### config.mk
export PLATFORM = sky130hd
export DESIGN_NAME = unary_stream_decoder
export DESIGN_NICKNAME = d
export VERILOG_FILES = /design/src/rtl/unary_stream_decoder.sv
export SDC_FILE = /design/constraint.sdc
export NUM_CORES = 1
export LEC_CHECK = 0
export ABC_CLOCK_PERIOD_IN_PS = 10360
export BUFFER_PORTS_ARGS = -buffer_cell sky130_fd_sc_hd__buf_2
export CORE_ASPECT_RATIO = 0.5
export CORE_MARGIN = 10
export CORE_UTILIZATION = 60
export CTS_BUF_LIST = sky130_fd_sc_hd__clkbuf_16
export DETAILED_ROUTE_END_ITERATION = 16
export GPL_ROUTABILITY_DRIVEN = 0
export HOLD_SLACK_MARGIN = 0.08
export PLACE_DENSITY = 0.85
export SETUP_SLACK_MARGIN = 0.4
export SYNTH_ARGS = -nofsm -noshare
export SYNTH_HDL_FRONTEND = slang
export SYNTH_SLANG_ARGS = --single-unit
### constraint.sdc
create_clock -name clk -period 10.36 [get_ports clk]
set_input_delay 2.072 -clock clk [delete_from_list [all_inputs] [get_ports clk]]
set_output_delay 2.072 -clock clk [all_outputs]
set_load 0.05 [all_outputs]
### src/rtl/unary_stream_decoder.sv
// ============================================================================
// Module      : unary_stream_decoder
// Description : Collapses a first/last framed unary bitstream into a saturated
//               binary ones-count with window length and status flags.
// Revision    : 1.0 - initial release
// ============================================================================
`default_nettype none

module unary_stream_decoder #(
    parameter int LANES      = 16,
    parameter int OUT_W      = 8,
    parameter int MAX_CYCLES = 32
) (
    input  logic                             clk,
    input  logic                             reset_n,
    input  logic                             in_valid,
    input  logic                             in_first,
    input  logic                             in_last,
    input  logic [LANES-1:0]                 in_bits,
    output logic                             in_ready,
    output logic                             out_valid,
    input  logic                             out_ready,
    output logic [OUT_W-1:0]                 out_count,
    output logic [$clog2(MAX_CYCLES+1)-1:0]  out_len,
    output logic                             out_overflow,
    output logic                             out_trunc,
    output logic                             err_drop
);

    localparam int c_PCW = $clog2(LANES + 1);
    localparam int c_LW  = $clog2(MAX_CYCLES + 1);
    // Sum is wide enough to hold a saturated accumulator plus a full beat.
    localparam int c_SW  = ((OUT_W + 1 > c_PCW) ? OUT_W + 1 : c_PCW) + 1;
    localparam logic [c_SW-1:0] c_SAT = {{(c_SW-OUT_W){1'b0}}, {OUT_W{1'b1}}};

    typedef enum logic [1:0] {
        S_IDLE = 2'd0,
        S_ACC  = 2'd1,
        S_DONE = 2'd2
    } state_t;

    state_t            r_state;
    logic [OUT_W:0]    r_acc;
    logic [c_LW-1:0]   r_len;
    logic              r_ovf;

    logic [c_PCW-1:0]  w_pc;
    logic [c_SW-1:0]   w_base;
    logic [c_SW-1:0]   w_sum;
    logic              w_sum_ovf;
    logic [OUT_W:0]    w_acc_next;
    logic              w_ovf_next;
    logic [c_LW-1:0]   w_len_next;
    logic              w_close;
    logic              w_accept;
    logic              w_counts;
    logic              w_drop;

    always_comb begin
        w_pc = '0;
        for (int i = 0; i < LANES; i++) begin
            w_pc = w_pc + c_PCW'(in_bits[i]);
        end
    end

    assign in_ready   = (r_state != S_DONE);
    assign out_valid  = (r_state == S_DONE);
    assign w_accept   = in_valid & in_ready;

    // A first beat always restarts the sum from zero, discarding any partial.
    assign w_base     = in_first ? '0 : c_SW'(r_acc);
    assign w_sum      = w_base + c_SW'(w_pc);
    assign w_sum_ovf  = (w_sum > c_SAT);
    assign w_acc_next = w_sum_ovf ? c_SAT[OUT_W:0] : w_sum[OUT_W:0];
    assign w_ovf_next = w_sum_ovf | (~in_first & r_ovf);
    assign w_len_next = in_first ? c_LW'(1) : (r_len + c_LW'(1));
    assign w_close    = in_last | (w_len_next == c_LW'(MAX_CYCLES));
    assign w_counts   = in_first | (r_state == S_ACC);
    assign w_drop     = in_first ? (r_state == S_ACC) : (r_state == S_IDLE);

    always_ff @(posedge clk or negedge reset_n) begin
        if (!reset_n) begin
            r_state      <= S_IDLE;
            r_acc        <= '0;
            r_len        <= '0;
            r_ovf        <= 1'b0;
            out_count    <= '0;
            out_len      <= '0;
            out_overflow <= 1'b0;
            out_trunc    <= 1'b0;
            err_drop     <= 1'b0;
        end else begin
            err_drop <= 1'b0;
            case (r_state)
                S_IDLE, S_ACC: begin
                    if (w_accept) begin
                        err_drop <= w_drop;
                        if (w_counts) begin
                            r_acc <= w_acc_next;
                            r_len <= w_len_next;
                            r_ovf <= w_ovf_next;
                            if (w_close) begin
                                r_state      <= S_DONE;
                                out_count    <= w_acc_next[OUT_W-1:0];
                                out_len      <= w_len_next;
                                out_overflow <= w_ovf_next;
                                out_trunc    <= ~in_last;
                            end else begin
                                r_state <= S_ACC;
                            end
                        end
                    end
                end
                S_DONE: begin
                    if (out_ready) begin
                        r_state <= S_IDLE;
                    end
                end
                default: r_state <= S_IDLE;
            endcase
        end
    end

endmodule

`default_nettype wire

==> flow_summary.ini <==
[run_status]
outcome = complete, no violations

[job]
maxCapViolCount = 0

[synth]
synth.top_cell.area_share_pct = 38.5
synthCells = 232
synth.area.top_cells = dfrtp_1, fa_1, ha_1
synth.distinct_cells = 42
ys_warn_count = 0
yosysTopAreaCell = dfrtp_1
syn_nets = 275
yosysSeqAreaShare_pct = 38.5
synth_seq_cells = 35
synth_edf_count = 0
synthTopCellsByCount = dfrtp_1, inv_1, nand2_1
async_reset_ff_share_pct = 100
netlist_area_um2 = 2270
synthFlopType = dfrtp_1
syn_avg_cell_area_um2 = 9.79
synth.most_common_cell = dfrtp_1

[hold_path]
holdPathStages = 1
worstHoldEndpoint = r_state[0]
hold_path_class = flop to flop
hp-start = r_state[1]

[finish]
final_area_um2 = 2630
drive_gt1_share_pct = 19.5
regArea_um2 = 876
fin_nets = 314
area_growth_pct = 15.6
diodes = 0
multi_input_area_um2 = 1240
final.fill_count = 261

[setup_path]
critPathArrivalTime_ps = 6430
critical_path_class = input pin to flop
reg2reg_slack_ps = 6230
cp-end-kind = flop
cp-start-kind = input pin
r2r_cells = 13
critical_path_required_ps = 10470
cp_max_fo = 22
r2r-end = r_acc[1]
r2r-start = r_acc[0]

[floorplan]
core_area_um2 = 3530
initial_core_util_pct = 64.4
dieHeight_um = 63.5
rows = 15
pin_count = 41
die_w_um = 107
die-area_um2 = 6800

[timing]
slew_headroom_pct = 49.3
hold_viol = 0
setup_violations = 0
rsz0062_at_grt = no
final_max_slew_viol_count = 0
period_needed_ps = 6310
finClkSkew_ps = 4.64
fin_tns_setup_ps = 0
period_share_pct = 60.9
fmax_ghz = 0.158
max_slew.worst_pin.slew_ps = 760

[global_route]
grt_pass1_vias = 1879
antenna_found_initial = 0
grt_busiest_layer = met2
grt_use_met3_pct = 4.77
overflow = 0
grt_start_max_net_pins = 36
grt_usage_pct = 15.7
grt_pass1_wl_um = 8700
grt.met2_usage_pct = 26.1
grtUsageMet1_pct = 18.0

[clock_tree]
cts_buffer_depth = 2
ctsHoldBuffers = 0
tritoncts = built
htreeDepth = 2
clkTransAtPathRegs_ps = 50
postCtsResizedCells = 0
numCtsBuffers = 5
cts_sinks = 35
post-cts-setup-buffers = 0
clockRootBuffer = clkbuf_16
clock_latency_ps = 280

[pwr]
p_per_area_nw_per_um2 = 317
leakage_nw = 1.29
ir_drop_v = 0.000149
total_power_w = 0.000832

[detailed_routing]
ant_nets = 0
routedWlPerCell_um = 15.8
routed_wl_um = 5110
vias = 1874
drc = 0
drt-pass1-iter-count = 4
drtIter0Drc = 214
via_per_inst = 5.80

[placed_design]
port_buffers = 40
placed_area_um2 = 2490
hpwl_um = 3890
[worst max-delay path by stage]
stage,from,to,slack (ps),depth (start not counted)
6_report,in_first,r_acc[1],4050,15
5_1_grt,in_first,out_count[3],3660,15
4_1_cts,in_first,r_acc[1],4080,15
3_5_place_dp,in_first,r_acc[1],3800,15
3_3_place_gp,in_first,r_acc[7],4000,15
2_1_floorplan,in_bits[0],r_acc[2],4300,15
[routing by layer]
layer | routed length [um] | vias up
met4 | 85 | 0
met1 | 2100 | 901
met5 | 0 | -
met3 | 458 | 9
li1 | - | 880
met2 | 2460 | 84
[power by group]
part	internal, W	switching (W)	total, W
logic	0.000158	0.000305	0.000463
clock network	0.0000872	0.0000545	0.000142
registers	0.000189	0.0000382	0.000227
total	0.000434	0.000398	0.000832
[sequential cells by signal, indices dropped and copies added, names as in the netlist]
register / cells
r_acc: 9
out_count: 8
out_len: 6
r_len: 6
r_state: 2
err_drop: 1
out_overflow: 1
out_trunc: 1
r_ovf: 1
[cell usage in the layout (no fill, tap or decap), types with 6 or more instances in the layout]
cell type / Yosys / final
buf_2: 3 / 40
nor2b_1: 11 / 11
a21oi_1: 6 / 6
a31oi_1: 15 / 15
a211oi_1: 12 / 12
dfrtp_1: 35 / 35
fa_1: 12 / 12
inv_1: 26 / 26
ha_1: 9 / 9
nor2_1: 18 / 18
o21ai_0: 7 / 7
nand2_1: 20 / 20
[cell type report]
type                            instances  area share, %
Multi-Input combinational cell        161           47.1
Timing Repair Buffer                   41           7.90
Inverter                               27           3.86
Clock inverter                          3          0.571
Tap cell                               51           2.43
Sequential cell                        35           33.3
Clock buffer                            5           4.76
[cells by family after synthesis]
logic type               after synthesis  share of synthesized area (%)
AND/OR/NAND/NOR                       65                           13.9
multiplexers                          11                           5.40
flip-flops                            35                           38.5
adder cells (fa/ha/maj)               21                           15.5
AO/OA/AOI/OAI                         57                           17.0
buffers and inverters                 36                           6.94
XOR/XNOR                               7                           2.70
[metrics by stage]
stage / util [%] / std cells / setup slack, ps / hold WS [ps]
4_1_cts: 74.5 / 323 / 4080 / 486
3_3_place_gp: 70.5 / 315 / 4000 / 461
6_report: 74.5 / 323 / 4050 / 484
2_1_floorplan: - / 232 / 4300 / 441
5_1_grt: 74.5 / 323 / 3660 / 506
3_5_place_dp: 70.5 / 315 / 3800 / 475
[worst max-delay path, cell delays in order]
cell,delay (ps)
buf_2,320
clkinv_1,350
nand2_1,190
fa_1,450
fa_1,490
fa_1,490
inv_1,50
fa_1,370
inv_1,80
fa_1,200
nor2b_1,70
o2111ai_1,360
a21oi_1,140
o21ai_2,580
a31oi_1,200
No activity file was read; power rests on OpenSTA's default activity.
